### config.mk
export PLATFORM = sky130hd
export DESIGN_NAME = apb_prci_initiator
export DESIGN_NICKNAME = d
export VERILOG_FILES = /design/src/rtl/apb_prci_initiator.sv
export SDC_FILE = /design/constraint.sdc
export NUM_CORES = 1
export LEC_CHECK = 0
export ABC_AREA = 1
export ABC_CLOCK_PERIOD_IN_PS = 1900
export CAP_MARGIN = 5
export CORE_MARGIN = 4
export CORE_UTILIZATION = 30
export CTS_CLUSTER_DIAMETER = 200
export DETAILED_ROUTE_END_ITERATION = 10
export GPL_TIMING_DRIVEN = 1
export RECOVER_POWER = 100
export SLEW_MARGIN = 25
export SYNTH_ARGS = -nofsm -noshare
export SYNTH_HDL_FRONTEND = slang
export SYNTH_SLANG_ARGS = --single-unit
### constraint.sdc
create_clock -name i_clk -period 1.9 [get_ports i_clk]
set_input_delay 0.19 -clock i_clk [delete_from_list [all_inputs] [get_ports i_clk]]
set_output_delay 0.19 -clock i_clk [all_outputs]
set_load 0.01 [all_outputs]
### src/rtl/apb_prci_initiator.sv
// Single-outstanding APB3/APB4 initiator bridging a valid/ready request/response pair onto APB.
// Optional access-phase timeout is compiled in with APB_PRCI_INITIATOR_TIMEOUT_EN.
module apb_prci_initiator #(
  parameter int abits          = 32,
  parameter int TIMEOUT_CYCLES = 255
) (
  input  logic             i_clk,
  input  logic             i_nrst,
  input  logic             i_req_valid,
  output logic             o_req_ready,
  input  logic [abits-1:0] i_req_addr,
  input  logic             i_req_write,
  input  logic [31:0]      i_req_wdata,
  input  logic [3:0]       i_req_wstrb,
  output logic             o_resp_valid,
  output logic [31:0]      o_resp_rdata,
  output logic             o_resp_err,
  input  logic             i_resp_ready,
  output logic             o_psel,
  output logic             o_penable,
  output logic [abits-1:0] o_paddr,
  output logic             o_pwrite,
  output logic [31:0]      o_pwdata,
  output logic [3:0]       o_pstrb,
  output logic [2:0]       o_pprot,
  input  logic             i_pready,
  input  logic [31:0]      i_prdata,
  input  logic             i_pslverr
);

  // Handshakes: a request transfers on a rising edge where i_req_valid && o_req_ready;
  // a response transfers on a rising edge where o_resp_valid && i_resp_ready.
  typedef enum logic [1:0] {IDLE, SETUP, ACCESS, RESP} state_t;

  state_t state;
  logic   alive;  // holds o_req_ready low while reset is asserted

  assign o_req_ready = alive && (state == IDLE);
  assign o_pprot     = 3'b000;

`ifdef APB_PRCI_INITIATOR_TIMEOUT_EN
  localparam int CW = $clog2(TIMEOUT_CYCLES + 1);
  localparam logic [CW-1:0] LIMIT = CW'(TIMEOUT_CYCLES - 1);
  logic [CW-1:0] cnt;
  logic          timeout_hit;
  // Fires on the wait cycle whose increment would bring the count to the limit.
  assign timeout_hit = (cnt == LIMIT);
`else
  logic unused_timeout_cfg;
  assign unused_timeout_cfg = (TIMEOUT_CYCLES != 0);
`endif

  always_ff @(posedge i_clk or negedge i_nrst) begin
    if (!i_nrst) begin
      state        <= IDLE;
      alive        <= 1'b0;
      o_psel       <= 1'b0;
      o_penable    <= 1'b0;
      o_paddr      <= '0;
      o_pwrite     <= 1'b0;
      o_pwdata     <= '0;
      o_pstrb      <= '0;
      o_resp_valid <= 1'b0;
      o_resp_rdata <= '0;
      o_resp_err   <= 1'b0;
`ifdef APB_PRCI_INITIATOR_TIMEOUT_EN
      cnt          <= '0;
`endif
    end else begin
      alive <= 1'b1;
      case (state)
        IDLE: begin
          if (i_req_valid && alive) begin
            o_paddr  <= i_req_addr;
            o_pwrite <= i_req_write;
            o_pwdata <= i_req_wdata;
            o_pstrb  <= i_req_write ? i_req_wstrb : 4'h0;
            o_psel   <= 1'b1;
            state    <= SETUP;
          end
        end
        SETUP: begin
          o_penable <= 1'b1;
          state     <= ACCESS;
`ifdef APB_PRCI_INITIATOR_TIMEOUT_EN
          cnt       <= '0;
`endif
        end
        ACCESS: begin
          if (i_pready) begin
            o_resp_rdata <= o_pwrite ? 32'h0 : i_prdata;
            o_resp_err   <= i_pslverr;
            o_resp_valid <= 1'b1;
            o_psel       <= 1'b0;
            o_penable    <= 1'b0;
            state        <= RESP;
          end else begin
`ifdef APB_PRCI_INITIATOR_TIMEOUT_EN
            if (timeout_hit) begin
              o_resp_rdata <= 32'h0;
              o_resp_err   <= 1'b1;
              o_resp_valid <= 1'b1;
              o_psel       <= 1'b0;
              o_penable    <= 1'b0;
              state        <= RESP;
            end else begin
              cnt <= cnt + 1'b1;
            end
`endif
          end
        end
        RESP: begin
          if (i_resp_ready) begin
            o_resp_valid <= 1'b0;
            state        <= IDLE;
          end
        end
        default: state <= IDLE;
      endcase
    end
  end

endmodule

== Word level (Yosys, flattened, before mapping) ==
Index checks and enable logic that the tools add are counted.
Storage, ports and cells
  logic and storage cells: 42
  input port bits: 107
  register bits: 108
  output and inout port bits: 109
Operators by class
  muxes and demuxes: 13
  reduce and logical (&&, ||, !) cells: 12
  equal/unequal tests: 6
Operators with widths (number)
  $mux W32: 1
  $reduce_and A3 Y1: 3
  $pmux W2 S4: 1
  $mux W2: 3
  $pmux W1 S2: 3
  $reduce_and A2 Y1: 3
  $reduce_bool A2 Y1: 3
  $eq A2 B2 Y1 const B: 2
  $mux W1: 4
  $mux W4: 1
  $ne A2 B2 Y1 const B: 2
  $eq A2 B1 Y1 const B: 1
  $logic_and A1 B1 Y1: 2
  $logic_not A2 Y1: 1
  $ne A2 B1 Y1 const B: 1

== Depth between registers and ports, before layout ==
  depth after elaboration: 3
  depth in mapped cells: 7
  mapped depth without buffers: 7

== Worst setup path after synthesis ==
Ideal clock, no wire load.
  path type: register to register
  start: register state[0]
  end: register o_resp_rdata[16]
  data arrival time: 1.257 ns
  setup time: 0.133 ns
  required time: 1.767 ns
  path slack: 0.510 ns
  stages on the path, launching flop included: 7
  cells stage by stage: dfrtp_1 > inv_1 > ha_1 > nand2_1 > buf_2 > clkbuf_1 > o21ai_0
Between the ends
  cells in the longest elaborated chain, start to end: 2
RTL lines
  start: declaration: RTL line 35  | state_t state;
  start signal: assignment: RTL line 55  | state <= IDLE;
  start signal: assignment: RTL line 79  | state <= SETUP;
  start signal: assignment: RTL line 84  | state <= ACCESS;
  $eq A2 B2 Y1: RTL line 71  | case (state)
  $reduce_and A2 Y1 (no line)
  end signal: assignment: RTL line 91  | o_resp_rdata <= o_pwrite ? 32'h0 : i_prdata;
  end: declaration: RTL line 16  | output logic [31:0] o_resp_rdata,
No other way between the ends.
A chain may end at the register's enable or synchronous reset.

== Worst setup path after layout ==
  start: register state[1]
  end: output port o_req_ready
Between the ends
  cells in the longest elaborated chain, start to end: 2
RTL lines
  $logic_not A2 Y1: RTL line 38  | assign o_req_ready = alive && (state == IDLE);
  $logic_and A1 B1 Y1: RTL line 38
  end: declaration: RTL line 10  | output logic o_req_ready,
No other way between the ends.

==> reports/results.txt <==
Status: complete, no violations
Worst hold slack: 378.7 ps
Top cell type's share of synthesized area: 0.6230
Worst vdd ir: 0.6071 mV
GRT overflow: 0
Crit end category: output pin
Capture point of the worst reg-to-reg path: o_resp_rdata[2]
RR Startpoint: state[0]
Startpoint types: flop
RSZ-0062 raised after global routing: no
Number of global-route vias before repair: 3,785
Starting density of the core: 0.3089
Post-DP Area: 6626 sq um
Worst Tran Pin Value: 1005 ps
Setup TNS: 0 ps
Die Width: 128.3 microns
Global-route wire length before repair: 19,400 microns
Starting DRT DRC Count: 266
Site Rows: 43
Largest net degree at the start of global routing: 109
Crit path time final: 1809 ps
Fmax: 552.8 MHz
Worst Hold End: o_paddr[31]
Root Driver: clkbuf_16
Die H: 128.3 microns
Via-per-instance ratio: 4.334
Area grow syn2layout: 60.43%
Clock slew at reported path FFs: 80 ps
Setup violators final: 0
Pre-CTS setup slack: 211.1 ps
Num CTS Buffers: 9
CTS H-tree depth: 3
ANT nets after route: 0
Synth Cell Area: 4338 sq um
Yosys cell types: 16
PortBufs: 212
Total GRT Usage: 0.1460
Hold Crit Class: in2reg
Core ar.: 14,040 sq um
Seq cells post-synth: 108
Leading area contributor after synthesis: dfrtp_1
Final worst slack: 90.89 ps
Hold Path Depth: 3
Clk_skew: 9.230 ps
Worst Path Max Fanout: 5
IO Pins: 216
Slew headroom: 0.3298
CTS Buffer Depth: 2
Hold path start: i_req_addr[31]
Clock sink total: 108
Worst EP required: 1710 ps
Final #Nets: 815
Drt drc: 0
Commonest non-fill, non-tap cell in the layout: nand2_1
Synth top area cells: dfrtp_1 (62%), nand2_1 (25%), o21ai_0 (3.9%), ha_1 (2.0%), buf_6 (1.6%)
Critical path origin: state[1]
Yosys Warn Count: 0
Final Wtd Congestion: 0.7712
Leak Pwr: 3.518 nW
Worst-Skew Late Latency: 340 ps
Cell area after layout: 6959 sq um
Fin crit share: 0.9522
Hold Violations, Final: 0
Vias: 3,840
Antenna fix cells: 0
Die ar.: 16,450 sq um
Layout cell share with drive strength beyond 1: 0.04108
Detailed placer's ending HPWL: 8691 microns
R2r worst-path depth: 6
CTS tree: yes
Pins Over Slew Limit: 0
Critical path type: reg2out
Syn_area_per_cell: 8.835 sq um
Register area share after synthesis: 0.6230
Drt wl/cell: 13.90 microns
Cells after Synth: 491
PwrDens: 1475 nW/um^2
Max_cap viols: 0
Initial antenna violation count: 0
Total wire length: 12,310 microns
Most frequent cells in the layout: nand2_1 (289), dfrtp_1 (108), dlygate4sd3_1 (106), clkdlybuf4s50_1 (106), o21ai_0 (35)
First-pass iteration count of the detailed router: 4
Crit path arrival time: 1620 ps
Reg2reg setup slack: 210 ps
-- cells in the mapped netlist --
cell type / instances
conb_1: 2
nand3_2: 1
nand4_1: 4
o21ai_1: 1
nand3_1: 4
inv_4: 1
buf_2: 10
clkbuf_1: 7
ha_1: 7
dfrtp_1: 108
nand2_1: 289
nor2_1: 1
buf_4: 3
o21ai_0: 34
buf_6: 6
inv_1: 13
-- cell type report --
cell class                 count  area (sq um)
fill                        1344          7083
sequential                   108          2703
timing repair buffer         223          2213
multi-input combinational    345          1429
clock buffer                  10         239.0
tap                          180         225.2
clock inverter                 6         95.09
inverter                      14         55.05
-- sequential cells by signal, summed over array words and instances (netlist names) --
register and flops:
o_paddr 32, o_pwdata 32, o_resp_rdata 32, o_pstrb 4
state 2, alive 1, o_penable 1, o_psel 1
o_pwrite 1, o_resp_err 1, o_resp_valid 1
-- worst max-delay path by stage --
stage	end	cells past startpoint	slack, ps
6_report	o_req_ready	5	90
5_1_grt	o_req_ready	5	20
4_1_cts	o_req_ready	5	30
3_5_place_dp	o_req_ready	5	210
3_3_place_gp	o_req_ready	5	240
2_1_floorplan	o_resp_rdata[16]	6	510
-- report_power, final --
group	switching (mW)	internal (mW)	total (mW)
sequential	0.520	3.32	3.84
clock	0.861	1.21	2.07
combinational	2.19	2.16	4.36
-- kinds of logic (layout without fill, tap and decap cells) --
| logic type | count (synthesis) | in the layout | synth area share |
|---|---|---|---|
| AND/OR/NAND/NOR | 299 | 299 | 0.2636 |
| flip-flops | 108 | 108 | 0.6230 |
| buffers and inverters | 40 | 253 | 0.05105 |
| AO/OA/AOI/OAI | 35 | 35 | 0.04038 |
| adder cells (fa/ha/maj) | 7 | 7 | 0.02019 |
| other | 2 | 4 | 0.001731 |
-- worst max-delay path: stages (launching register included) --
cell	delay, ps
dfrtp_1	410
inv_2	100
ha_4	160
nand2_1	50
inv_1	40
clkdlybuf4s50_1	530
-- through the flow --
stage	util	cells	total power [mW]
3_3_place_gp	0.4719	866	8.579
5_1_grt	0.4956	886	11.05
3_5_place_dp	0.4719	866	8.670
6_report	0.4956	886	10.27
2_1_floorplan	-	493	5.869
4_1_cts	0.4984	885	10.87
-- per-layer routing --
layer  wire length (microns)  GRT usage  vias to the layer above
li1                        -          -                     1912
met5                       0          0                        -
met2                    5610     0.2243                      162
met1                    5385     0.1927                     1752
met3                    1152    0.05542                       14
met4                     165    0.04120                        0
-- repair_timing --
| action | 4_1_cts | 5_1_grt |
|---|---|---|
| endpoints found under the hold margin | 108 | 0 |
| hold buffers | 1 | 0 |
| resized for setup | 3 | 1 |
| setup endpoints to repair | 1 | 1 |
| setup buffers | 2 | 1 |
Note: power is estimated with default switching activity, not from simulation.
